<file path="config.mk">
export PLATFORM = sky130hd
export DESIGN_NAME = commit_trace_buffer
export DESIGN_NICKNAME = d
export VERILOG_FILES = /design/src/rtl/trace_pkg.sv /design/src/rtl/trace_ram.sv /design/src/rtl/commit_trace_buffer.sv
export SDC_FILE = /design/constraint.sdc
export NUM_CORES = 2
export LEC_CHECK = 0
export ABC_AREA = 1
export BUFFER_PORTS_ARGS = -buffer_cell sky130_fd_sc_hd__buf_4
export CORE_ASPECT_RATIO = 1.1
export CORE_MARGIN = 2
export CORE_UTILIZATION = 55
export DETAILED_ROUTE_END_ITERATION = 6
export HOLD_SLACK_MARGIN = 0.02
export PLACE_DENSITY_LB_ADDON = 0.25
export SLEW_MARGIN = 5
export SYNTH_ARGS = -nofsm -noshare
export SYNTH_HDL_FRONTEND = slang
export SYNTH_SLANG_ARGS = --single-unit
</file>
<file path="constraint.sdc">
create_clock -name clock -period 31.6 [get_ports clock]
set_clock_uncertainty 0.2 [all_clocks]
set_input_delay 6.32 -clock clock [delete_from_list [all_inputs] [get_ports clock]]
set_output_delay 6.32 -clock clock [all_outputs]
set_load 0.1 [all_outputs]
</file>
<file path="src/rtl/trace_pkg.sv">
// trace_pkg: shared definitions for the commit trace buffer.
//   - trace_state_t : capture FSM encoding (also exported on the state port)
//   - MODE_*        : capture mode codes sampled on arm
//   - trace_entry_t : one stored commit record (pc, instr, rd, we, wdata, stamp)
package trace_pkg;

  // Entries store fields at this width. The top casts at its boundary.
  localparam int TRACE_XLEN = 32;

  typedef enum logic [1:0] {
    ST_IDLE    = 2'd0,
    ST_ARMED   = 2'd1,
    ST_CAPTURE = 2'd2,
    ST_DONE    = 2'd3
  } trace_state_t;

  localparam logic [1:0] MODE_WRAP      = 2'd0;
  localparam logic [1:0] MODE_STOP_FULL = 2'd1;
  localparam logic [1:0] MODE_PC_TRIG   = 2'd2;

  typedef struct packed {
    logic [TRACE_XLEN-1:0] pc;
    logic [31:0]           instr;
    logic [4:0]            rd;
    logic                  we;
    logic [TRACE_XLEN-1:0] wdata;
    logic [31:0]           stamp;
  } trace_entry_t;

  localparam int ENTRY_W = $bits(trace_entry_t);

endpackage

</file>
<file path="src/rtl/trace_ram.sv">
// trace_ram: DEPTH x entry storage for the commit trace buffer.
//   clock  : write clock
//   we     : write enable, waddr/wdata written on the rising edge
//   raddr  : asynchronous read address, rdata follows it combinationally
// The array is intentionally not reset; occupancy is tracked by the owner.
module trace_ram
  import trace_pkg::*;
#(
  parameter int DEPTH = 16,
  parameter int AW    = $clog2(DEPTH)
) (
  input  logic               clock,
  input  logic               we,
  input  logic [AW-1:0]      waddr,
  input  logic [ENTRY_W-1:0] wdata,
  input  logic [AW-1:0]      raddr,
  output logic [ENTRY_W-1:0] rdata
);

  logic [ENTRY_W-1:0] mem [DEPTH];

  always_ff @(posedge clock) begin
    if (we) mem[waddr] <= wdata;
  end

  assign rdata = mem[raddr];

endmodule

</file>
<file path="src/rtl/commit_trace_buffer.sv">
// commit_trace_buffer: captures retired-instruction records into a circular
// buffer and presents them first-word-fall-through to a consumer.
//   clock, reset(active-low async)
//   arm/stop       : session control pulses; mode/trig_pc sampled on arm
//   c_*            : commit stream (one record per c_valid cycle)
//   r_* / r_ready  : FWFT readout of the oldest entry
//   count, full, overflow, triggered, state : status
//
// state      | meaning
// -----------+--------------------------------------------------------
// IDLE   (0) | no session; stored entries may still be drained
// ARMED  (1) | PC-trigger mode, wrapping until c_pc matches trig_pc
// CAPTURE(2) | recording commits (post-trigger window in PC-trigger mode)
// DONE   (3) | no more writes; returns to IDLE once the buffer is empty
module commit_trace_buffer #(
  parameter int XLEN  = 32,
  parameter int DEPTH = 16,
  parameter int POST  = 8
) (
  input  logic                     clock,
  input  logic                     reset,
  input  logic                     arm,
  input  logic                     stop,
  input  logic [1:0]               mode,
  input  logic [XLEN-1:0]          trig_pc,
  input  logic                     c_valid,
  input  logic [XLEN-1:0]          c_pc,
  input  logic [31:0]              c_instr,
  input  logic [4:0]               c_rd,
  input  logic                     c_we,
  input  logic [XLEN-1:0]          c_wdata,
  output logic                     r_valid,
  input  logic                     r_ready,
  output logic [XLEN-1:0]          r_pc,
  output logic [31:0]              r_instr,
  output logic [4:0]               r_rd,
  output logic                     r_we,
  output logic [XLEN-1:0]          r_wdata,
  output logic [31:0]              r_stamp,
  output logic [$clog2(DEPTH):0]   count,
  output logic                     full,
  output logic                     overflow,
  output logic                     triggered,
  output logic [1:0]               state
);
  import trace_pkg::*;

  localparam int AW = $clog2(DEPTH);
  localparam int CW = AW + 1;
  localparam logic [CW-1:0] DEPTH_C = CW'(DEPTH);

  trace_state_t    st_q, st_d;
  logic [AW-1:0]   head_q, tail_q;
  logic [CW-1:0]   count_q, post_q;
  logic [31:0]     stamp_q;
  logic [1:0]      mode_q;
  logic [XLEN-1:0] trig_q;
  logic            ovf_q, trig_hit_q;

  logic do_push, do_pop, set_ovf, set_trig, load_post, dec_post;
  trace_entry_t wr_entry, rd_entry;

  assign full = (count_q == DEPTH_C);

  always_comb begin
    st_d      = st_q;
    do_push   = 1'b0;
    do_pop    = (count_q != '0) && r_ready;
    set_ovf   = 1'b0;
    set_trig  = 1'b0;
    load_post = 1'b0;
    dec_post  = 1'b0;
    if (arm) begin
      do_pop = 1'b0;
      st_d   = (mode == MODE_PC_TRIG) ? ST_ARMED : ST_CAPTURE;
    end else begin
      case (st_q)
        ST_ARMED, ST_CAPTURE: begin
          if (c_valid) begin
            // A same-cycle pop frees the slot, so only a full buffer with
            // no pop counts as overflow.
            if (full && !do_pop && mode_q == MODE_STOP_FULL) begin
              set_ovf = 1'b1;
              st_d    = ST_DONE;
            end else begin
              do_push = 1'b1;
              if (full && !do_pop) set_ovf = 1'b1;
              if (mode_q == MODE_PC_TRIG) begin
                if (st_q == ST_ARMED) begin
                  if (c_pc == trig_q) begin
                    set_trig  = 1'b1;
                    load_post = 1'b1;
                    st_d      = (POST == 1) ? ST_DONE : ST_CAPTURE;
                  end
                end else begin
                  // post_q counts writes still owed after the trigger entry
                  dec_post = 1'b1;
                  if (post_q <= CW'(1)) st_d = ST_DONE;
                end
              end
            end
          end
          if (stop) st_d = ST_DONE;
        end
        ST_DONE: begin
          if (count_q == '0 || (count_q == CW'(1) && do_pop)) st_d = ST_IDLE;
        end
        default: ;
      endcase
    end
  end

  always_ff @(posedge clock or negedge reset) begin
    if (!reset) begin
      st_q       <= ST_IDLE;
      head_q     <= '0;
      tail_q     <= '0;
      count_q    <= '0;
      post_q     <= '0;
      stamp_q    <= '0;
      mode_q     <= MODE_WRAP;
      trig_q     <= '0;
      ovf_q      <= 1'b0;
      trig_hit_q <= 1'b0;
    end else begin
      st_q <= st_d;
      if (arm) begin
        head_q     <= '0;
        tail_q     <= '0;
        count_q    <= '0;
        post_q     <= '0;
        stamp_q    <= '0;
        mode_q     <= mode;
        trig_q     <= trig_pc;
        ovf_q      <= 1'b0;
        trig_hit_q <= 1'b0;
      end else begin
        stamp_q <= stamp_q + 32'd1;
        if (do_push) tail_q <= tail_q + 1'b1;
        // Overwriting a full buffer retires the oldest entry as well.
        if (do_pop || (do_push && full)) head_q <= head_q + 1'b1;
        if (do_push && !do_pop && !full) count_q <= count_q + 1'b1;
        else if (do_pop && !do_push)     count_q <= count_q - 1'b1;
        if (set_ovf)  ovf_q      <= 1'b1;
        if (set_trig) trig_hit_q <= 1'b1;
        if (load_post)     post_q <= CW'(POST - 1);
        else if (dec_post) post_q <= post_q - 1'b1;
      end
    end
  end

  always_comb begin
    wr_entry.pc    = TRACE_XLEN'(c_pc);
    wr_entry.instr = c_instr;
    wr_entry.rd    = c_rd;
    wr_entry.we    = c_we;
    wr_entry.wdata = TRACE_XLEN'(c_wdata);
    wr_entry.stamp = stamp_q;
  end

  trace_ram #(.DEPTH(DEPTH), .AW(AW)) u_ram (
    .clock (clock),
    .we    (do_push),
    .waddr (tail_q),
    .wdata (wr_entry),
    .raddr (head_q),
    .rdata (rd_entry)
  );

  assign r_valid   = (count_q != '0);
  assign r_pc      = XLEN'(rd_entry.pc);
  assign r_instr   = rd_entry.instr;
  assign r_rd      = rd_entry.rd;
  assign r_we      = rd_entry.we;
  assign r_wdata   = XLEN'(rd_entry.wdata);
  assign r_stamp   = rd_entry.stamp;
  assign count     = count_q;
  assign overflow  = ovf_q;
  assign triggered = trig_hit_q;
  assign state     = st_q;

endmodule

</file>
==> flow_summary.ini <==
[run_status]
status = complete, no violations

[clock_tree]
htree_levels = 4
cts-root-buf = clkbuf_16
cts_inserted_buffers = 211
cts_hold_buffers = 0
clock-sinks = 2232
cts_tree = built
post_cts_resized = 0
post_cts_buffers = 0
clk_pin_slew_ns = 0.06
clockBufferDepth = 3
clkLatencyLatePin_ns = 0.86

[sta]
hold_viol_final = 0
tightest_slew_ns = 1.241
timing.fmax_mhz = 82.04
finalSetupViolCount = 0
rsz0062_at_grt = false
fin_hold_ws_ns = 0.2902
fin_crit_sh_pct = 38.57
slew_headroom_pct = 17.26
slew_violations = 0
tns_ns = 0
period_minus_slack_ns = 12.19

[critical_path]
cp.buffers_inverters = 4
critPathMaxStageDelay_ns = 0.97
crit_slowest_cell = buf_4
critPathMaxFanout = 231
path_depth = 8
worstPathRequired_ns = 25.08
cp.arrival_ns = 5.67
cpMostUsedCell = buf_4
path_cells = buf_12, buf_4, buf_4, o21ai_0, o221ai_1, nand4_1, nand2_1, buf_4
rr_worst_depth = 11
cp-end-kind = output port
critPathTopFamily = buffers and inverters
worstSetupPathType = reg2out
critPathLaunchType = flop

[route]
drcViolationCount = 0
wirelength_mm = 225.7
vias = 55040
vias_per_cell = 6.211
first_pass_iters = 6
wl_per_cell_um = 25.47
drt_iter0_markers = 6901
postRouteAntennaNets = 0

[global_route]
gr-total-overflow = 0
grt_use_total_pct = 27.69
grt_max_degree = 247
grt_pass1_vias = 53700
grt_pass1_wl_mm = 335.1
antenna_found_initial = 11

[die]
ios = 287
dieArea_um2 = 161300
initial_core_util_pct = 55.20
dieHeight_um = 421.0
rows = 153
dieWidth_um = 383.1
coreArea_um2 = 157600

[synthesis]
ys_top_cells_by_count = edfxtp_1, nand2_1, o21ai_0
synth-simple-area-share_pct = 10.51
syn-num-nets = 6590
synth.distinct_cells = 45
synth_edf_count = 2144
synth_area_um2 = 86960
synth.area.top_cells = edfxtp_1, nand2_1, o21ai_0, nor2_1, dfrtp_1
synthXorXnorAreaFrac_pct = 0.4834
synth-adder-area-share_pct = 0.2014
synth.most_common_cell = edfxtp_1
synth_compound_area_share_pct = 9.704
synthCells = 6434
ys_ff_latch = 2232
synth_area_per_cell_um2 = 13.52
yosysWarnings = 0
synthFlopType = edfxtp_1
async_flop_share_pct = 3.943
synth.top_cell.area_share_pct = 74.03
synth_top_family_by_area = simple AND/OR/NAND/NOR gates
synth.area.mux_share_pct = 0
seq_area_frac_synth_pct = 76.56
yosysTopAreaCell = edfxtp_1

[placed_design]
post-dp-hpwl_mm = 106.7
numPortBuffers = 286
dpl-instance-area_um2 = 90770
place_congestion = 0.8112

[min_path]
min_path_type = reg2reg
hold_path_depth = 2

[finish]
syn_to_final_growth_pct = 12.08
finalNetCount = 6739
seqCellArea_um2 = 66600
final_area_um2 = 97470
multi_input_area_um2 = 18290
layout-drive-gt1-share_pct = 10.86
fin_util_pct = 61.87
fillCellCount = 11710

[power_and_ir_drop]
finalPower_w = 0.007240
p_leak_nw = 33.28
irDropWorstVdd_v = 0.00009230
powerDensity_nw_per_um2 = 74.28

[run]
maxCapViolCount = 0
## layout by cell type (no fill, tap or decap), types with 44 or more instances in the layout
master and n:
a21oi_1 301, inv_1 66, nor2_1 604, a221oi_1 144, o22ai_1 146, clkinv_2 52
dfrtp_1 84, buf_4 347, clkbuf_1 44, o221ai_1 123, edfxtp_1 2144, nand3_1 273
o21ai_1 100, nand4_1 136, nand2_1 1108, o21ai_0 621, clkbuf_16 215
## layer usage
layer,track usage [%],wire length [um],vias to the layer above
met5,0,11,-
met4,10.04,6754,2
met3,3.964,18890,384
met2,45.27,110200,2697
met1,38.15,89810,27640
li1,-,-,24310
## cells by family (layout without fill, tap and decap cells)
family,Yosys count,after routing
AOI/OAI and AO/OA,1444,1444
adders and majority gates,14,14
other,0,8
and+or+nand+nor,2190,2190
DFF,2232,2232
buffers and inverters,506,833
xor gates and xnor gates,48,48
## power by group
| group | switching (W) | internal (W) |
|---|---|---|
| sequential | 0.0000340 | 0.00330 |
| clock | 0.00108 | 0.00135 |
| combinational | 0.00117 | 0.000296 |
| total | 0.00229 | 0.00495 |
## final cells by class
class / count / area share [%]
Timing Repair Buffer: 363 / 3.001
Clock inverter: 123 / 1.038
Antenna cell: 8 / 0.02054
Multi-Input combinational cell: 3696 / 18.76
Sequential cell: 2232 / 68.33
Clock buffer: 268 / 5.816
Inverter: 79 / 0.3504
Tap cell: 2092 / 2.685
## final timing paths
path / from / endpoint / slack, ns
min in group asynchronous: reset / tail_q[1] / 5.30
min: trig_q[23] / trig_q[23] / 0.29
max: head_q[0] / r_stamp[17] / 19.41
min reg2reg: trig_q[23] / trig_q[23] / 0.29
max reg2reg: state[1] / u_ram.mem[0][77] / 26.72
max in group asynchronous: reset / trig_q[0] / 24.76
## flip-flops by register name (all words and copies together), names as in the netlist
| signal | flops |
|---|---|
| triggered | 1 |
| stamp_q | 32 |
| post_q | 5 |
| tail_q | 4 |
| u_ram.mem | 2144 |
| mode_q | 2 |
| head_q | 4 |
| trig_q | 32 |
| count | 5 |
| overflow | 1 |
| state | 2 |
## worst register-to-register path, delay by kind of cell, from the launching register on
family | cells | cell delay [ns]
DFF | 1 | 0.41
adders and majority gates | 1 | 0.32
buffers and inverters | 5 | 2.00
and+or+nand+nor | 5 | 1.49
## metrics by stage
step                cells  worst slack, ns
detailed placement   8462            20.35
floorplan            6434            14.58
finish               8861            19.41
global route         8860            18.99
CTS                  8853            19.30
global placement     8462            20.43
No activity file was read; power rests on OpenSTA's default activity.
